===== src/rtl/ram_stream_reader.sv =====
// Sweeps an address window on a 1-cycle-latency RAM read port and streams the words out with valid/ready.
// Optional running checksum of delivered words: define RAM_READER_CHECKSUM_EN.
module ram_stream_reader #(
  parameter int DATA_WIDTH = 8,
  parameter int ADDR_WIDTH = 6
) (
  input  logic                  clk,
  input  logic                  rst,
  input  logic                  start,
  input  logic [ADDR_WIDTH-1:0] base_addr,
  input  logic [ADDR_WIDTH:0]   length,
  output logic                  busy,
  output logic                  done,
  output logic [ADDR_WIDTH-1:0] read_addr,
  input  logic [DATA_WIDTH-1:0] ram_q,
  output logic [DATA_WIDTH-1:0] out_data,
  output logic                  out_valid,
  output logic                  out_last,
  input  logic                  out_ready
`ifdef RAM_READER_CHECKSUM_EN
  ,
  output logic [DATA_WIDTH-1:0] checksum
`endif
);

  typedef enum logic {IDLE, RUN} state_t;

  state_t                state_reg;
  logic [ADDR_WIDTH:0]   length_reg;
  logic [ADDR_WIDTH:0]   issued_reg;
  logic [ADDR_WIDTH-1:0] read_addr_reg;
  logic                  inflight_reg;
  logic                  inflight_last_reg;
  logic                  done_reg;
  logic [1:0]            count_reg;
  logic                  wr_ptr_reg;
  logic                  rd_ptr_reg;
  logic [DATA_WIDTH-1:0] buf_data_reg [2];
  logic                  buf_last_reg [2];

  logic       pop;
  logic       issue;
  logic       last_issue;
  logic [2:0] occ_next;

  // Occupancy after this edge if nothing new is issued; issuing only while it stays below 2
  // guarantees the word landing next cycle always finds a free slot.
  always_comb begin
    pop        = (count_reg != 2'd0) && out_ready;
    occ_next   = {1'b0, count_reg} + {2'b00, inflight_reg} - {2'b00, pop};
    issue      = (state_reg == RUN) && (issued_reg < length_reg) && (occ_next < 3'd2);
    last_issue = (issued_reg == length_reg - 1'b1);
  end

  always_ff @(posedge clk) begin
    if (rst) begin
      state_reg         <= IDLE;
      length_reg        <= '0;
      issued_reg        <= '0;
      read_addr_reg     <= '0;
      inflight_reg      <= 1'b0;
      inflight_last_reg <= 1'b0;
      done_reg          <= 1'b0;
      count_reg         <= 2'd0;
      wr_ptr_reg        <= 1'b0;
      rd_ptr_reg        <= 1'b0;
    end else begin
      done_reg <= 1'b0;
      case (state_reg)
        IDLE: begin
          if (start) begin
            if (length != '0) begin
              state_reg     <= RUN;
              length_reg    <= length;
              issued_reg    <= '0;
              read_addr_reg <= base_addr;
            end else begin
              done_reg <= 1'b1;
            end
          end
        end
        RUN: begin
          if (pop && buf_last_reg[rd_ptr_reg]) begin
            state_reg <= IDLE;
            done_reg  <= 1'b1;
          end
        end
        default: state_reg <= IDLE;
      endcase

      if (issue) begin
        read_addr_reg <= read_addr_reg + 1'b1;
        issued_reg    <= issued_reg + 1'b1;
      end
      inflight_reg      <= issue;
      inflight_last_reg <= issue && last_issue;
      count_reg         <= occ_next[1:0];
      if (inflight_reg) wr_ptr_reg <= ~wr_ptr_reg;
      if (pop)          rd_ptr_reg <= ~rd_ptr_reg;
    end
  end

  generate
    for (genvar gi = 0; gi < 2; gi++) begin : g_buf
      always_ff @(posedge clk) begin
        if (rst) begin
          buf_data_reg[gi] <= '0;
          buf_last_reg[gi] <= 1'b0;
        end else if (inflight_reg && (wr_ptr_reg == 1'(gi))) begin
          buf_data_reg[gi] <= ram_q;
          buf_last_reg[gi] <= inflight_last_reg;
        end
      end
    end
  endgenerate

`ifdef RAM_READER_CHECKSUM_EN
  logic [DATA_WIDTH-1:0] checksum_reg;

  always_ff @(posedge clk) begin
    if (rst) begin
      checksum_reg <= '0;
    end else if (start && (state_reg == IDLE)) begin
      checksum_reg <= '0;
    end else if (pop) begin
      checksum_reg <= checksum_reg + out_data;
    end
  end

  assign checksum = checksum_reg;
`endif

  assign busy      = (state_reg == RUN);
  assign done      = done_reg;
  assign read_addr = read_addr_reg;
  assign out_valid = (count_reg != 2'd0);
  assign out_data  = buf_data_reg[rd_ptr_reg];
  assign out_last  = buf_last_reg[rd_ptr_reg];

endmodule


===== config.mk =====
export PLATFORM = sky130hd
export DESIGN_NAME = ram_stream_reader
export DESIGN_NICKNAME = d
export VERILOG_FILES = /design/src/rtl/ram_stream_reader.sv
export SDC_FILE = /design/constraint.sdc
export NUM_CORES = 1
export LEC_CHECK = 0
export CORE_ASPECT_RATIO = 1.5
export CORE_MARGIN = 2
export CORE_UTILIZATION = 57
export DETAILED_ROUTE_END_ITERATION = 6
export MAX_ROUTING_LAYER = met4
export PLACE_DENSITY = 0.85
export SETUP_SLACK_MARGIN = 0.15
export SLEW_MARGIN = 20
export SYNTH_ARGS = -nofsm -noshare
export SYNTH_HDL_FRONTEND = slang
export SYNTH_SLANG_ARGS = --single-unit

===== constraint.sdc =====
create_clock -name clk -period 7.1 [get_ports clk]
set_input_delay 1.775 -clock clk [delete_from_list [all_inputs] [get_ports clk]]
set_output_delay 1.775 -clock clk [all_outputs]
set_load 0.02 [all_outputs]

# Yosys cells after proc, flatten, opt, wreduce, memory -nomap -nowiden
# Memories as Yosys holds them, arrays and structs flattened. A register that Yosys moved wholly into a read port is not among the register bits.
# Index checks and enable logic that the tools add are counted.
dict set report word_totals {
  output_inout_bits 18
  inputBits 25
  reg_bits 28
  ram_bits 18
  wordCells 73
  n_memories 2
}
# memory words word_bits read_ports rd_clocked_by_memory_dff wr line_no
set mem_list {}
lappend mem_list {buf_data_reg 2 8 1 1 2 38} ;# logic [DATA_WIDTH-1:0] buf_data_reg [2];
lappend mem_list {buf_last_reg 2 1 1 1 2 39} ;# logic buf_last_reg [2];
dict set report op_classes {
  add_sub_neg 5
  mux 32
  eq_ne 2
  reduce_logical 13
  order_cmp 2
  n_bitwise 7
}
# operator n
set ops {}
lappend ops {{2-to-1 mux 7 bit} 4}
lappend ops {{2-to-1 mux 6 bit} 4}
lappend ops {{2-to-1 mux 1 bit} 20}
lappend ops {{2-to-1 mux 8 bit} 2}
lappend ops {{adder 7 x 1 -> 7 bit (second input constant)} 1}
lappend ops {{== test 7 bit} 1}
lappend ops {{logical AND 1 bit} 7}
lappend ops {{less-than comparator 7 bit} 1}
lappend ops {{nonzero test 7 bit} 1}
lappend ops {{subtractor 7 x 1 -> 7 bit (second input constant)} 1}
lappend ops {{adder 6 x 1 -> 6 bit (second input constant)} 1}
lappend ops {{AND reduction 3 bit} 2}
lappend ops {{nonzero test 2 bit} 3}
lappend ops {{bitwise OR 1 bit} 4}
lappend ops {{one-hot mux 1 bit (2 select lines)} 2}
lappend ops {{adder 2 x 1 -> 3 bit} 1}
lappend ops {{less-than comparator 3 x 2 -> 1 bit (second input constant)} 1}
lappend ops {{NOT 1 bit} 3}
lappend ops {{subtractor 3 x 1 -> 3 bit} 1}
lappend ops {{inequality test 2 x 1 -> 1 bit (second input constant)} 1}

# Depth between registers and ports, before layout
dict set report depth {
  depth_word 7
  depth_mapped 12
  depth_no_buf 11
}

# Least setup slack after synthesis
# Ideal clock, no wire load.
dict set report synth_timing {
  path_type {input port to flip-flop}
  startpoint {input port out_ready}
  endpoint {register read_addr_reg[0], in the netlist read_addr[0]}
  required_time_ns 6.957
  setup_time_ns 0.143
  setup_slack_ns 3.218
  arrival_ns 3.739
  path_buffers 1
  path_stages 10
  cell_sequence {and2_1 -> clkbuf_1 -> ha_1 -> inv_1 -> ha_1 -> fa_1 -> nor2_1 -> o2111ai_4 -> o21ai_2 -> a311oi_1}
}
dict set report synth_via {
  elab_chain_len 6
  elab_cells_between_ends 9
  classes_between {1 x add/sub; 1 x order compare; 1 x eq/ne; 1 x mux; 5 x reduce/logical}
}
# element line_no
set synth_rtl {}
lappend synth_rtl {{start: declaration} 19} ;# input logic out_ready
lappend synth_rtl {{logical AND 1 bit *} 49} ;# pop = (count_reg != 2'd0) && out_ready;
lappend synth_rtl {{via pop} 41} ;# logic pop;
lappend synth_rtl {{subtractor 3 x 1 -> 3 bit *} 50} ;# occ_next = {1'b0, count_reg} + {2'b00, inflight_reg} - {2'b00, pop};
lappend synth_rtl {{via occ_next[1]} 44} ;# logic [2:0] occ_next;
lappend synth_rtl {{less-than comparator 3 x 2 -> 1 bit *} 51} ;# issue = (state_reg == RUN) && (issued_reg < length_reg) && (occ_next < 3'd2);
lappend synth_rtl {{logical AND 1 bit *} 51}
lappend synth_rtl {{inequality test 2 x 1 -> 1 bit (no source line) / nonzero test 2 bit (equally long branches)} n/a}
lappend synth_rtl {{AND reduction 3 bit (no source line)} n/a}
lappend synth_rtl {{end signal: assignment} 76} ;# read_addr_reg <= base_addr;
lappend synth_rtl {{end signal: assignment} 92} ;# read_addr_reg <= read_addr_reg + 1'b1;
lappend synth_rtl {{end: declaration} 31} ;# logic [ADDR_WIDTH-1:0] read_addr_reg;
# Mark *: on every way through the listed nets, which the timed path passes. The rest lies on a longest branch.
# A chain may end at the register's enable or synchronous reset.

# Worst setup path in the final report
dict set report layout_timing {
  startpoint {input port out_ready}
  endpoint {register read_addr_reg[1], in the netlist read_addr[1]}
}
dict set report layout_via {
  elab_chain_len 6
  elab_cells_between_ends 9
  classes_between {1 x add/sub; 1 x order compare; 1 x eq/ne; 1 x mux; 5 x reduce/logical}
}
# element line_no
set layout_rtl {}
lappend layout_rtl {{logical AND 1 bit *} 49}
lappend layout_rtl {{subtractor 3 x 1 -> 3 bit *} 50}
lappend layout_rtl {{via occ_next[1]} 44}
lappend layout_rtl {{less-than comparator 3 x 2 -> 1 bit *} 51}
lappend layout_rtl {{logical AND 1 bit *} 51}
lappend layout_rtl {{inequality test 2 x 1 -> 1 bit (no source line) / nonzero test 2 bit (equally long branches)} n/a}
lappend layout_rtl {{AND reduction 3 bit (no source line)} n/a}
# Marked as above.

==> results by group <==
GRT
  • Vias in the first global route: 2042
  • Pin count of the biggest net entering global routing: 33
  • Congestion Overflow GR: 0
  • First-pass GRT wire length: 9090 um
  • Overall routing resource usage: 23.9%
  • Initial antenna violation count: 0

Synthesis
  • Share of the synthesized area in the top cell type: 22.3%
  • Mapped Cells: 275
  • Sequential-to-total area share from yosys stat: 43.0%
  • Mapped Avg Cell Area: 9.47 um2
  • Dominant cell type by area after synthesis: dfxtp_1
  • Asr flop ratio synth: 0%
  • Top_reg_cell synth: dfxtp_1
  • Post-Syn Area: 2600 um2
  • Library cells used by synthesis: 48
  • Number of flops mapped to enable cells by yosys: 18
  • Synth top area cells: dfxtp_1, edfxtp_1, ha_1, and2_1, nand2_1
  • Syn_nets: 313
  • YS warnings: 0
  • Synthesized flop and latch total: 47

Worst setup path
  • Worst Setup EP: read_addr[1]
  • R2R Path End: read_addr[1]
  • RR Startpoint: count_reg[1]
  • CP Capture Type: flop
  • CP max FO: 13
  • Critical setup path kind: in2reg
  • Worst Path Arrival: 4.52 ns
  • Startpoint types: input port
  • CP Launch Point: out_ready
  • Flop2flop setup slack: 3.98 ns
  • R2R depth: 10
  • Worst endpoint required time: 7.31 ns

Finish
  • Share of layout cells above drive strength 1: 9.32%
  • Commonest non-fill, non-tap cell in the layout: clkdlybuf4s50_1
  • Final #Nets: 348
  • Number of diodes: 0
  • Most frequent cells in the layout: clkdlybuf4s50_1, nand2_1, dfxtp_1
  • Filler cell count: 340
  • Max reg flops: 16
  • Area delta synth->final: 21.2%
  • Finished Layout Cells: 359

CTS
  • CTS buffer count: 5
  • Clk buf depth: 2
  • Clk slew on worst S/H paths: 0.09 ns
  • Post-CTS setup buffers: 0
  • Clock Sinks: 47
  • Clock Latency Late Sink: 0.30 ns
  • CTS tree: built
  • CTS resizes: 0
  • Clk root buf: clkbuf_8
  • H-tree depth: 2
  • # hold bufs at CTS: 0

Floorplanning
  • Initial Util: 58.3%
  • Rows: 30
  • DIE AREA: 5140 um2
  • Die width: 59.2 um
  • Die Y: 86.8 um
  • Io pins: 43
  • Core area: 4470 um2

Routing
  • Top layer reached by signal wires: met4
  • Vias post-DR: 2141
  • Met2 wire len: 2990 um
  • Met3 wire length: 225 um
  • Drt via density: 5.96
  • Initial DRC Count: 97
  • Drt wl/cell: 15.2 um
  • Remaining DRCs: 0
  • DRT antenna net count: 0
  • Drt total wl: 5460 um
  • Iteration count of the initial detailed-routing pass: 4
  • M1 wire length: 2140 um

Job
  • Max-cap violations: 0

Power
  • Switching Share: 32.1%
  • Combinational share of power: 33.5%
  • Max IR drop VDD: 168 uV
  • NetSw: 0.000276 W
  • P_leak: 1.15 nW
  • Pwr/cell area: 273 nW/um2
  • Register share of total power: 39.8%
  • Internal power: 0.000585 W
  • Clk pwr share: 26.7%

Timing
  • Period Utilization, post-route: 60.6%
  • Setup violations, final: 0
  • Clock skew: 0.00625 ns
  • Slew @ Worst Pin: 0.810 ns
  • Final hold vios: 0
  • Fin Setup TNS: 0 ns
  • RSZ-0062 raised after global routing: false
  • Final worst path period need: 4.30 ns
  • Max Clock Freq: 232 MHz
  • Headroom to the max-slew limit: 45.6%
  • Max Slew Vio Count: 0

Placed design
  • Dpl hpwl: 4070 um
  • GP Congestion: 0.815
  • IO buf count: 42
  • Placed Cells incl. Taps: 351

Worst hold path
  • Hold WC Path Type: reg2reg

Outcome
  • Outcome: finished, final reports clean
==> layout make-up <==
class                      count  area [um2]  area share, %
multi-input combinational    196        1350           42.7
sequential                    47        1120           35.5
timing repair buffer          44         435           13.8
clock buffer                   6        72.6           2.30
clock inverter                 2        60.1           1.90
inverter                      16        60.1           1.90
tap                           48        60.1           1.90
==> synth_stat cells, types with 2 or more instances <==
library cell / number
o2111ai_1: 2
inv_1: 16
nor2_1: 14
nand4_1: 5
o221ai_1: 4
a21oi_1: 13
nor3b_1: 2
or2_2: 2
o211ai_1: 6
nand3_1: 9
o21ai_0: 2
clkbuf_2: 2
mux2_2: 9
and2_1: 20
a311oi_1: 2
ha_1: 12
nor3_1: 10
clkbuf_1: 5
nand2_1: 31
xnor2_1: 7
buf_2: 7
nor2b_1: 11
dfxtp_1: 29
o21ai_1: 6
edfxtp_1: 18
xor2_1: 2
a22oi_1: 5
and3_1: 4
==> cell families (layout without fill, tap and decap cells) <==
family | Yosys count | in the layout | share of synthesized area [%]
mux | 9 | 9 | 3.89
simple gates | 113 | 113 | 22.8
flops | 47 | 47 | 43.0
buf+inv | 32 | 68 | 5.19
fa+ha+maj | 13 | 13 | 6.53
xor+xnor | 11 | 11 | 4.28
compound gates | 50 | 50 | 14.3
==> worst max-delay path, stage by stage <==
cell	delay, ns
clkdlybuf4s50_1	0.39
and2_1	0.18
ha_1	0.28
inv_1	0.04
ha_1	0.18
fa_1	0.44
nor2_1	0.22
o2111a_1	0.57
nand2_1	0.17
a311oi_1	0.27
==> metal layers <==
| metal | vias to the layer above | track usage, % |
|---|---|---|
| met5 | - | - |
| met4 | 0 | 11.4 |
| met3 | 8 | 4.48 |
| met2 | 59 | 41.9 |
| met1 | 1034 | 24.9 |
| li1 | 1040 | - |
==> power by group through the flow <==
| stage | sequential (W) | clock, W | combinational, W |
|---|---|---|---|
| after floorplan | 0.000345 | 0 | 0.000197 |
| after global placement | 0.000348 | 0 | 0.000282 |
| after detailed placement | 0.000349 | 0 | 0.000289 |
| after CTS | 0.000343 | 0.000231 | 0.000290 |
| after global routing | 0.000348 | 0.000244 | 0.000313 |
| final | 0.000343 | 0.000230 | 0.000289 |
==> stage by stage <==
stage          hold WS [ns]  power, W  worst slack [ns]  instance area [um2]  utilization, %
4_1_cts               0.500  0.000865              2.80                 3160            70.7
2_1_floorplan         0.449  0.000542              3.22                 2610               -
3_5_place_dp          0.489  0.000638              2.49                 3030            67.7
5_1_grt               0.510  0.000905              2.58                 3160            70.7
6_report              0.497  0.000861              2.80                 3160            70.7
3_3_place_gp          0.480  0.000630              2.58                 3030            67.7
==> how the worst min path moves through the flow <==
stage / startpoint / end / slack [ns] / depth (start not counted)
3_3_place_gp: length_reg[5] / length_reg[5] / 0.48 / 2
6_report: length_reg[5] / length_reg[5] / 0.50 / 2
5_1_grt: length_reg[5] / length_reg[5] / 0.51 / 2
4_1_cts: length_reg[5] / length_reg[5] / 0.50 / 2
3_5_place_dp: length_reg[5] / length_reg[5] / 0.49 / 2
2_1_floorplan: length_reg[5] / length_reg[5] / 0.45 / 2
(Power assumes the default switching activity.)
